$ cat src/rtl/binary_frame_ctrl.sv
// binary_frame_ctrl: arms on a start request, captures one binarized frame
// (skin-pixel count and bounding box), then holds the result until it is
// acknowledged. Also owns the binarizer grey-window thresholds, which only
// change at the start of a captured frame so a frame never sees a mixed setting.
module binary_frame_ctrl #(
  parameter int CNT_W = 24
) (
  input  logic             iCLK,
  input  logic             iRST_N,
  input  logic             iStart,
  input  logic             iFrame_En,
  input  logic             iDVAL,
  input  logic             iBinary,
  input  logic [15:0]      iX_Cont,
  input  logic [15:0]      iY_Cont,
  input  logic             iCfg_WE,
  input  logic [11:0]      iCfg_Lo,
  input  logic [11:0]      iCfg_Hi,
  output logic [11:0]      oThr_Lo,
  output logic [11:0]      oThr_Hi,
  output logic             oBusy,
  output logic             oRes_Valid,
  input  logic             iRes_Ack,
  output logic [CNT_W-1:0] oCount,
  output logic [15:0]      oXmin,
  output logic [15:0]      oXmax,
  output logic [15:0]      oYmin,
  output logic [15:0]      oYmax,
  output logic [7:0]       oFrames,
  output logic [1:0]       oState
);

  typedef enum logic [1:0] {
    S_IDLE = 2'd0,
    S_ARM  = 2'd1,
    S_CAP  = 2'd2,
    S_REP  = 2'd3
  } state_t;

  localparam logic [11:0]      THR_LO_RST = 12'd205;
  localparam logic [11:0]      THR_HI_RST = 12'd255;
  localparam logic [CNT_W-1:0] CNT_MAX    = {CNT_W{1'b1}};
  localparam logic [CNT_W-1:0] CNT_ONE    = {{(CNT_W-1){1'b0}}, 1'b1};
  localparam logic [15:0]      MIN_INIT   = 16'hFFFF;
  localparam logic [15:0]      MAX_INIT   = 16'h0000;

  state_t           state_q, state_d;
  logic             fe_q, fe_d;
  logic [11:0]      pend_lo_q, pend_lo_d, pend_hi_q, pend_hi_d;
  logic [11:0]      thr_lo_q, thr_lo_d, thr_hi_q, thr_hi_d;
  logic [CNT_W-1:0] count_q, count_d;
  logic [15:0]      xmin_q, xmin_d, xmax_q, xmax_d;
  logic [15:0]      ymin_q, ymin_d, ymax_q, ymax_d;
  logic [7:0]       frames_q, frames_d;
  logic             res_valid_q, res_valid_d;
  logic             busy_q, busy_d;

  logic             rise_s, fall_s, load_s, pix_s;
  logic [CNT_W-1:0] cnt_base_s;
  logic [15:0]      xmin_base_s, xmax_base_s, ymin_base_s, ymax_base_s;

  assign rise_s = iFrame_En & ~fe_q;
  assign fall_s = ~iFrame_En & fe_q;
  // The rise seen while armed both starts the frame and may carry its first pixel.
  assign load_s = (state_q == S_ARM) & rise_s;
  assign pix_s  = ((state_q == S_CAP) | load_s) & iFrame_En & iDVAL & iBinary;

  // Frame sequencing, threshold handover, result flag and report counter.
  always_comb begin
    state_d     = state_q;
    fe_d        = iFrame_En;
    thr_lo_d    = thr_lo_q;
    thr_hi_d    = thr_hi_q;
    res_valid_d = res_valid_q;
    frames_d    = frames_q;
    case (state_q)
      S_IDLE: begin
        if (iStart) begin
          state_d = S_ARM;
        end else begin
          state_d = S_IDLE;
        end
      end
      S_ARM: begin
        if (rise_s) begin
          state_d  = S_CAP;
          // Pending value before any same-cycle write is what the frame uses.
          thr_lo_d = pend_lo_q;
          thr_hi_d = pend_hi_q;
        end else begin
          state_d = S_ARM;
        end
      end
      S_CAP: begin
        if (fall_s) begin
          state_d     = S_REP;
          res_valid_d = 1'b1;
        end else begin
          state_d = S_CAP;
        end
      end
      S_REP: begin
        if (iRes_Ack) begin
          state_d     = S_IDLE;
          res_valid_d = 1'b0;
          frames_d    = frames_q + 8'd1;
        end else begin
          state_d = S_REP;
        end
      end
      default: begin
        state_d     = S_IDLE;
        res_valid_d = 1'b0;
      end
    endcase
    busy_d = (state_d != S_IDLE);
  end

  // Pending threshold registers accept writes in any state.
  always_comb begin
    if (iCfg_WE) begin
      pend_lo_d = iCfg_Lo;
      pend_hi_d = iCfg_Hi;
    end else begin
      pend_lo_d = pend_lo_q;
      pend_hi_d = pend_hi_q;
    end
  end

  // Accumulators: restart from init on the frame rise, then fold in counted pixels.
  always_comb begin
    if (load_s) begin
      cnt_base_s  = {CNT_W{1'b0}};
      xmin_base_s = MIN_INIT;
      xmax_base_s = MAX_INIT;
      ymin_base_s = MIN_INIT;
      ymax_base_s = MAX_INIT;
    end else begin
      cnt_base_s  = count_q;
      xmin_base_s = xmin_q;
      xmax_base_s = xmax_q;
      ymin_base_s = ymin_q;
      ymax_base_s = ymax_q;
    end
    if (pix_s) begin
      count_d = (cnt_base_s == CNT_MAX) ? cnt_base_s : (cnt_base_s + CNT_ONE);
      xmin_d  = (iX_Cont < xmin_base_s) ? iX_Cont : xmin_base_s;
      xmax_d  = (iX_Cont > xmax_base_s) ? iX_Cont : xmax_base_s;
      ymin_d  = (iY_Cont < ymin_base_s) ? iY_Cont : ymin_base_s;
      ymax_d  = (iY_Cont > ymax_base_s) ? iY_Cont : ymax_base_s;
    end else begin
      count_d = cnt_base_s;
      xmin_d  = xmin_base_s;
      xmax_d  = xmax_base_s;
      ymin_d  = ymin_base_s;
      ymax_d  = ymax_base_s;
    end
  end

  // State and datapath registers with synchronous active-low reset.
  always_ff @(posedge iCLK) begin
    if (!iRST_N) begin
      state_q     <= S_IDLE;
      fe_q        <= 1'b0;
      pend_lo_q   <= THR_LO_RST;
      pend_hi_q   <= THR_HI_RST;
      thr_lo_q    <= THR_LO_RST;
      thr_hi_q    <= THR_HI_RST;
      count_q     <= {CNT_W{1'b0}};
      xmin_q      <= MIN_INIT;
      xmax_q      <= MAX_INIT;
      ymin_q      <= MIN_INIT;
      ymax_q      <= MAX_INIT;
      frames_q    <= 8'd0;
      res_valid_q <= 1'b0;
      busy_q      <= 1'b0;
    end else begin
      state_q     <= state_d;
      fe_q        <= fe_d;
      pend_lo_q   <= pend_lo_d;
      pend_hi_q   <= pend_hi_d;
      thr_lo_q    <= thr_lo_d;
      thr_hi_q    <= thr_hi_d;
      count_q     <= count_d;
      xmin_q      <= xmin_d;
      xmax_q      <= xmax_d;
      ymin_q      <= ymin_d;
      ymax_q      <= ymax_d;
      frames_q    <= frames_d;
      res_valid_q <= res_valid_d;
      busy_q      <= busy_d;
    end
  end

  assign oThr_Lo    = thr_lo_q;
  assign oThr_Hi    = thr_hi_q;
  assign oBusy      = busy_q;
  assign oRes_Valid = res_valid_q;
  assign oCount     = count_q;
  assign oXmin      = xmin_q;
  assign oXmax      = xmax_q;
  assign oYmin      = ymin_q;
  assign oYmax      = ymax_q;
  assign oFrames    = frames_q;
  assign oState     = state_q;

endmodule

$ cat config.mk
export PLATFORM = sky130hd
export DESIGN_NAME = binary_frame_ctrl
export DESIGN_NICKNAME = d
export VERILOG_FILES = /design/src/rtl/binary_frame_ctrl.sv
export SDC_FILE = /design/constraint.sdc
export NUM_CORES = 1
export LEC_CHECK = 0
export ABC_AREA = 1
export BUFFER_PORTS_ARGS = -buffer_cell sky130_fd_sc_hd__buf_2
export CAP_MARGIN = 20
export CORE_UTILIZATION = 35
export CTS_CLUSTER_SIZE = 14
export DETAILED_ROUTE_END_ITERATION = 7
export PLACE_DENSITY = 0.65
export SLEW_MARGIN = 20
export SYNTH_ARGS = -nofsm -noshare
export SYNTH_HDL_FRONTEND = slang
export SYNTH_SLANG_ARGS = --single-unit
$ cat constraint.sdc
create_clock -name iCLK -period 8.7 [get_ports iCLK]
set_clock_uncertainty 0.2 [all_clocks]
set_input_delay 1.305 -clock iCLK [delete_from_list [all_inputs] [get_ports iCLK]]
set_output_delay 1.305 -clock iCLK [all_outputs]
set_load 0.05 [all_outputs]
==> impl_results.html <==
<table>
<tr><th>Metric</th><th>Value</th></tr>
<tr><th colspan="2">Detailed routing</th></tr>
<tr><td>Via total after detailed routing</td><td>7,844</td></tr>
<tr><td>Post-route antenna net violation count</td><td>0</td></tr>
<tr><td>DR WL/cell</td><td>13.8 um</td></tr>
<tr><td>Detailed-routing iteration count for the pre-antenna-repair pass</td><td>5</td></tr>
<tr><td>Ratio of routed vias to standard cells</td><td>4.93</td></tr>
<tr><td>DRC viols</td><td>0</td></tr>
<tr><td>Total Routed Length</td><td>21,900 um</td></tr>
<tr><td>Number of DRC markers after the initial detailed-route iteration</td><td>382</td></tr>
<tr><th colspan="2">Placed design</th></tr>
<tr><td>Total half-perimeter wirelength after legalization and detailed placement</td><td>15,900 um</td></tr>
<tr><td>Number of placed instances with taps included</td><td>1,560</td></tr>
<tr><td>Number of buffer cells added on primary ports</td><td>187</td></tr>
<tr><td>GPL Wtd Cong</td><td>0.865</td></tr>
<tr><th colspan="2">Yosys</th></tr>
<tr><td>Cell accounting for the most synthesized area</td><td>sky130_fd_sc_hd__dfxtp_1</td></tr>
<tr><td>Number of library cell types mapped by synthesis</td><td>36</td></tr>
<tr><td>Top-area cell type share of the netlist area</td><td>37.4%</td></tr>
<tr><td>Number of nets produced by synthesis</td><td>1,267</td></tr>
<tr><td>Portion of the post-synthesis area used by sequential elements</td><td>37.4%</td></tr>
<tr><td>Share of flip-flops with an asynchronous set or reset</td><td>0%</td></tr>
<tr><td>Predominant post-synthesis flop cell</td><td>sky130_fd_sc_hd__dfxtp_1</td></tr>
<tr><td>Avg Synthesized Cell Area</td><td>7.01 um^2</td></tr>
<tr><td>Gate count of the mapped netlist</td><td>1,139</td></tr>
<tr><td>Number of flops mapped to enable cells by yosys</td><td>0</td></tr>
<tr><td>Netlist area before placement</td><td>7980 um^2</td></tr>
<tr><td>Number of warnings issued by yosys</td><td>0</td></tr>
<tr><td>Leading cell types by total area after synthesis</td><td>sky130_fd_sc_hd__dfxtp_1 37%, sky130_fd_sc_hd__nand2_1 13%, sky130_fd_sc_hd__ha_1 10%</td></tr>
<tr><td>Register bit count reported by yosys</td><td>149</td></tr>
<tr><th colspan="2">Finish</th></tr>
<tr><td>Number of diodes</td><td>0</td></tr>
<tr><td>Final Util</td><td>43.5%</td></tr>
<tr><td>Proportion of layout cells with a drive suffix above 1</td><td>18.9%</td></tr>
<tr><td>Number of nets at the end of the flow</td><td>1,427</td></tr>
<tr><td>Post-synthesis to final-layout area growth</td><td>20.6%</td></tr>
<tr><td>Area occupied by multi-input gates</td><td>4400 um^2</td></tr>
<tr><td>Area used by sequential logic in the layout</td><td>2980 um^2</td></tr>
<tr><td>Non-Filler Instances</td><td>1,592</td></tr>
<tr><td>Most used cells in the layout excluding fill and tap cells</td><td>268 x sky130_fd_sc_hd__nand2_1, 197 x sky130_fd_sc_hd__nor2_1, 186 x sky130_fd_sc_hd__buf_2, 149 x sky130_fd_sc_hd__dfxtp_1, 120 x sky130_fd_sc_hd__nand3_1</td></tr>
<tr><td>Fill cells</td><td>2,298</td></tr>
<tr><td>Most common library cell in the layout ignoring fill and taps</td><td>sky130_fd_sc_hd__nand2_1</td></tr>
<tr><th colspan="2">Run</th></tr>
<tr><td>Max-cap violation count</td><td>0</td></tr>
<tr><th colspan="2">Timing</th></tr>
<tr><td>Final hold violation count</td><td>0</td></tr>
<tr><td>Unrepaired setup endpoints after global routing</td><td>false</td></tr>
<tr><td>Pin slew with the least headroom to its limit</td><td>1010 ps</td></tr>
<tr><td>Total Neg Setup Slack</td><td>0 ps</td></tr>
<tr><td>Relative slew slack</td><td>32.3%</td></tr>
<tr><td>Post-layout min period</td><td>4890 ps</td></tr>
<tr><td>Slew Viols, Final</td><td>0</td></tr>
<tr><td>Setup violators final</td><td>0</td></tr>
<tr><td>Fmax</td><td>204 MHz</td></tr>
<tr><td>Final hold slack</td><td>250 ps</td></tr>
<tr><td>Final worst path period share</td><td>56.2%</td></tr>
<tr><th colspan="2">Setup path</th></tr>
<tr><td>Destination of the critical timing path</td><td>oYmax[11]</td></tr>
<tr><td>R2R cell count</td><td>14</td></tr>
<tr><td>Launching element of the worst setup path</td><td>iFrame_En</td></tr>
<tr><td>Reg-to-Reg Start</td><td>oState[1]</td></tr>
<tr><td>CP max FO</td><td>64</td></tr>
<tr><td>Sort of element at the end of the critical path</td><td>flip-flop</td></tr>
<tr><td>Reg-to-reg setup timing slack</td><td>4420 ps</td></tr>
<tr><td>Signal arrival time at the worst endpoint</td><td>4990 ps</td></tr>
<tr><td>Crit Path Category</td><td>primary input to flip-flop</td></tr>
<tr><td>CP Data Required Time</td><td>8800 ps</td></tr>
<tr><td>Reg2reg end</td><td>oYmax[11]</td></tr>
<tr><td>Critical path launch point type</td><td>primary input</td></tr>
<tr><th colspan="2">Clock network</th></tr>
<tr><td>Clock latency on the worst-skew pair</td><td>420 ps</td></tr>
<tr><td># clock sinks</td><td>149</td></tr>
<tr><td>Number of levels in the clock H-tree</td><td>4</td></tr>
<tr><td>CTS tree</td><td>done</td></tr>
<tr><td>Count of cells resized by post-cts repair</td><td>0</td></tr>
<tr><td>Count of buffers added by post-CTS timing repair for setup</td><td>0</td></tr>
<tr><td>Clock slew at reported path FFs</td><td>70 ps</td></tr>
<tr><td>Num CTS Buffers</td><td>17</td></tr>
<tr><td>Worst-case clock buffer depth</td><td>2</td></tr>
<tr><td>Root buffer cell</td><td>sky130_fd_sc_hd__clkbuf_16</td></tr>
<tr><td>Number of buffers inserted by hold repair at cts</td><td>0</td></tr>
<tr><th colspan="2">Outcome</th></tr>
<tr><td>Status</td><td>finished, final reports clean</td></tr>
<tr><th colspan="2">Floorplan</th></tr>
<tr><td>Area inside the core boundary</td><td>22,100 um^2</td></tr>
<tr><td>Core Rows</td><td>54</td></tr>
<tr><td>Die height</td><td>153 um</td></tr>
<tr><td>Initial core utilization</td><td>36.1%</td></tr>
<tr><td>Die W</td><td>153 um</td></tr>
<tr><td>Die area</td><td>23,400 um^2</td></tr>
<tr><td>Number of primary I/O pins</td><td>188</td></tr>
<tr><th colspan="2">Power and ir drop</th></tr>
<tr><td>Peak ir drop on the vdd network</td><td>111 uV</td></tr>
<tr><td>Power per cell area</td><td>172 nW/um^2</td></tr>
<tr><td>P_leak</td><td>0.00458 uW</td></tr>
<tr><th colspan="2">Global route</th></tr>
<tr><td>Maximum number of pins on one net before global-route repair</td><td>75</td></tr>
<tr><td>Global route total overflow</td><td>0</td></tr>
<tr><td>Global-route wire length before repair</td><td>36,500 um</td></tr>
<tr><td>Antenna violations before repair</td><td>0</td></tr>
<tr><td>Number of global-route vias before repair</td><td>7,340</td></tr>
<tr><td>Global router's overall resource usage</td><td>19.1%</td></tr>
<tr><th colspan="2">Min path</th></tr>
<tr><td>Worst min-delay path category</td><td>flip-flop to flip-flop</td></tr>
</table>
routing by layer:
layer / wire [um] / part of all wire (%) / vias up / global-route usage (%)
li1: - / - / 4046 / -
met1: 9970 / 45 / 3573 / 23.6
met2: 10100 / 46 / 202 / 32.2
met3: 1510 / 6.9 / 23 / 5.16
met4: 342 / 1.6 / 0 / 6.25
met5: 0 / 0 / - / 0
cell usage after synthesis (2+ instances only):
cell	instances
sky130_fd_sc_hd__nor2_1	198
sky130_fd_sc_hd__a21oi_1	46
sky130_fd_sc_hd__buf_6	7
sky130_fd_sc_hd__a41oi_4	2
sky130_fd_sc_hd__buf_2	10
sky130_fd_sc_hd__buf_4	2
sky130_fd_sc_hd__o21a_1	2
sky130_fd_sc_hd__o21ai_0	51
sky130_fd_sc_hd__inv_2	2
sky130_fd_sc_hd__a211oi_1	2
sky130_fd_sc_hd__nand3b_1	2
sky130_fd_sc_hd__xor2_1	2
sky130_fd_sc_hd__nand2_2	8
sky130_fd_sc_hd__o21ai_1	19
sky130_fd_sc_hd__clkbuf_1	29
sky130_fd_sc_hd__nand3_1	120
sky130_fd_sc_hd__ha_1	64
sky130_fd_sc_hd__nand2_1	268
sky130_fd_sc_hd__o221ai_1	2
sky130_fd_sc_hd__inv_1	90
sky130_fd_sc_hd__nor2_2	5
sky130_fd_sc_hd__nand4_1	10
sky130_fd_sc_hd__a21boi_0	23
sky130_fd_sc_hd__dfxtp_1	149
sky130_fd_sc_hd__nor2_8	2
sky130_fd_sc_hd__nand2_4	2
sky130_fd_sc_hd__nor3_1	13
logic make-up (layout without fill, tap and decap cells):
group,after synthesis,count (layout),share of synthesized area [%]
xor gates and xnor gates,2,2,0.220
DFF,149,149,37.4
buffers and inverters,141,314,7.54
adders and majority gates,64,64,10.0
and+or+nand+nor,634,634,33.9
AOI/OAI and AO/OA,149,149,10.9
sequential cells by signal, summed over array words and instances, names as in the netlist:
| signal | flops |
|---|---|
| oCount | 24 |
| oXmax | 16 |
| oXmin | 16 |
| oYmax | 16 |
| oYmin | 16 |
| oThr_Hi | 12 |
| oThr_Lo | 12 |
| pend_hi_q | 12 |
| pend_lo_q | 12 |
| oFrames | 8 |
| oState | 2 |
| fe_q | 1 |
| oBusy | 1 |
| oRes_Valid | 1 |
where the power goes:
| part | switching, uW | internal, uW |
|---|---|---|
| Clock | 331 | 407 |
| Sequential | 12.2 | 704 |
| Combinational | 146 | 57.9 |
| Total | 489 | 1170 |
through the flow:
step                power [uW]  worst slack (ps)  area (um^2)
detailed placement         937              3440         9040
floorplan                  873              4670         7980
CTS                       1680              3860         9620
global route              1730              3380         9620
finish                    1660              3810         9620
global placement           935              3510         9040
critical path, stage by stage:
cell and delay [ps]:
sky130_fd_sc_hd__buf_2 140, sky130_fd_sc_hd__inv_1 70, sky130_fd_sc_hd__nor2_2 40, sky130_fd_sc_hd__nand2_2 350, sky130_fd_sc_hd__buf_4 630, sky130_fd_sc_hd__nand2_1 160, sky130_fd_sc_hd__ha_1 340, sky130_fd_sc_hd__nand2_1 60
sky130_fd_sc_hd__inv_1 60, sky130_fd_sc_hd__nand3_1 70, sky130_fd_sc_hd__inv_1 130, sky130_fd_sc_hd__nand2_1 60, sky130_fd_sc_hd__o21ai_1 790, sky130_fd_sc_hd__nand2_2 390, sky130_fd_sc_hd__o21ai_0 260, sky130_fd_sc_hd__nor2_1 80
layout make-up:
cell class | count | area share, %
multi-input combinational | 849 | 45.8
timing repair buffer | 190 | 9.99
inverter | 92 | 3.59
clock inverter | 15 | 1.60
clock buffer | 17 | 4.42
sequential | 149 | 31.0
tap | 280 | 3.64
how the worst min path moves through the flow:
stage / startpoint / end / slack (ps) / cells after the start
finish: oFrames[7] / oFrames[7] / 250 / 1
global route: oFrames[7] / oFrames[7] / 270 / 1
CTS: oFrames[7] / oFrames[7] / 260 / 1
detailed placement: pend_hi_q[2] / oThr_Hi[2] / 240 / 2
global placement: pend_hi_q[2] / oThr_Hi[2] / 240 / 2
floorplan: pend_hi_q[0] / oThr_Hi[0] / 230 / 2
(Power assumes the default switching activity.)
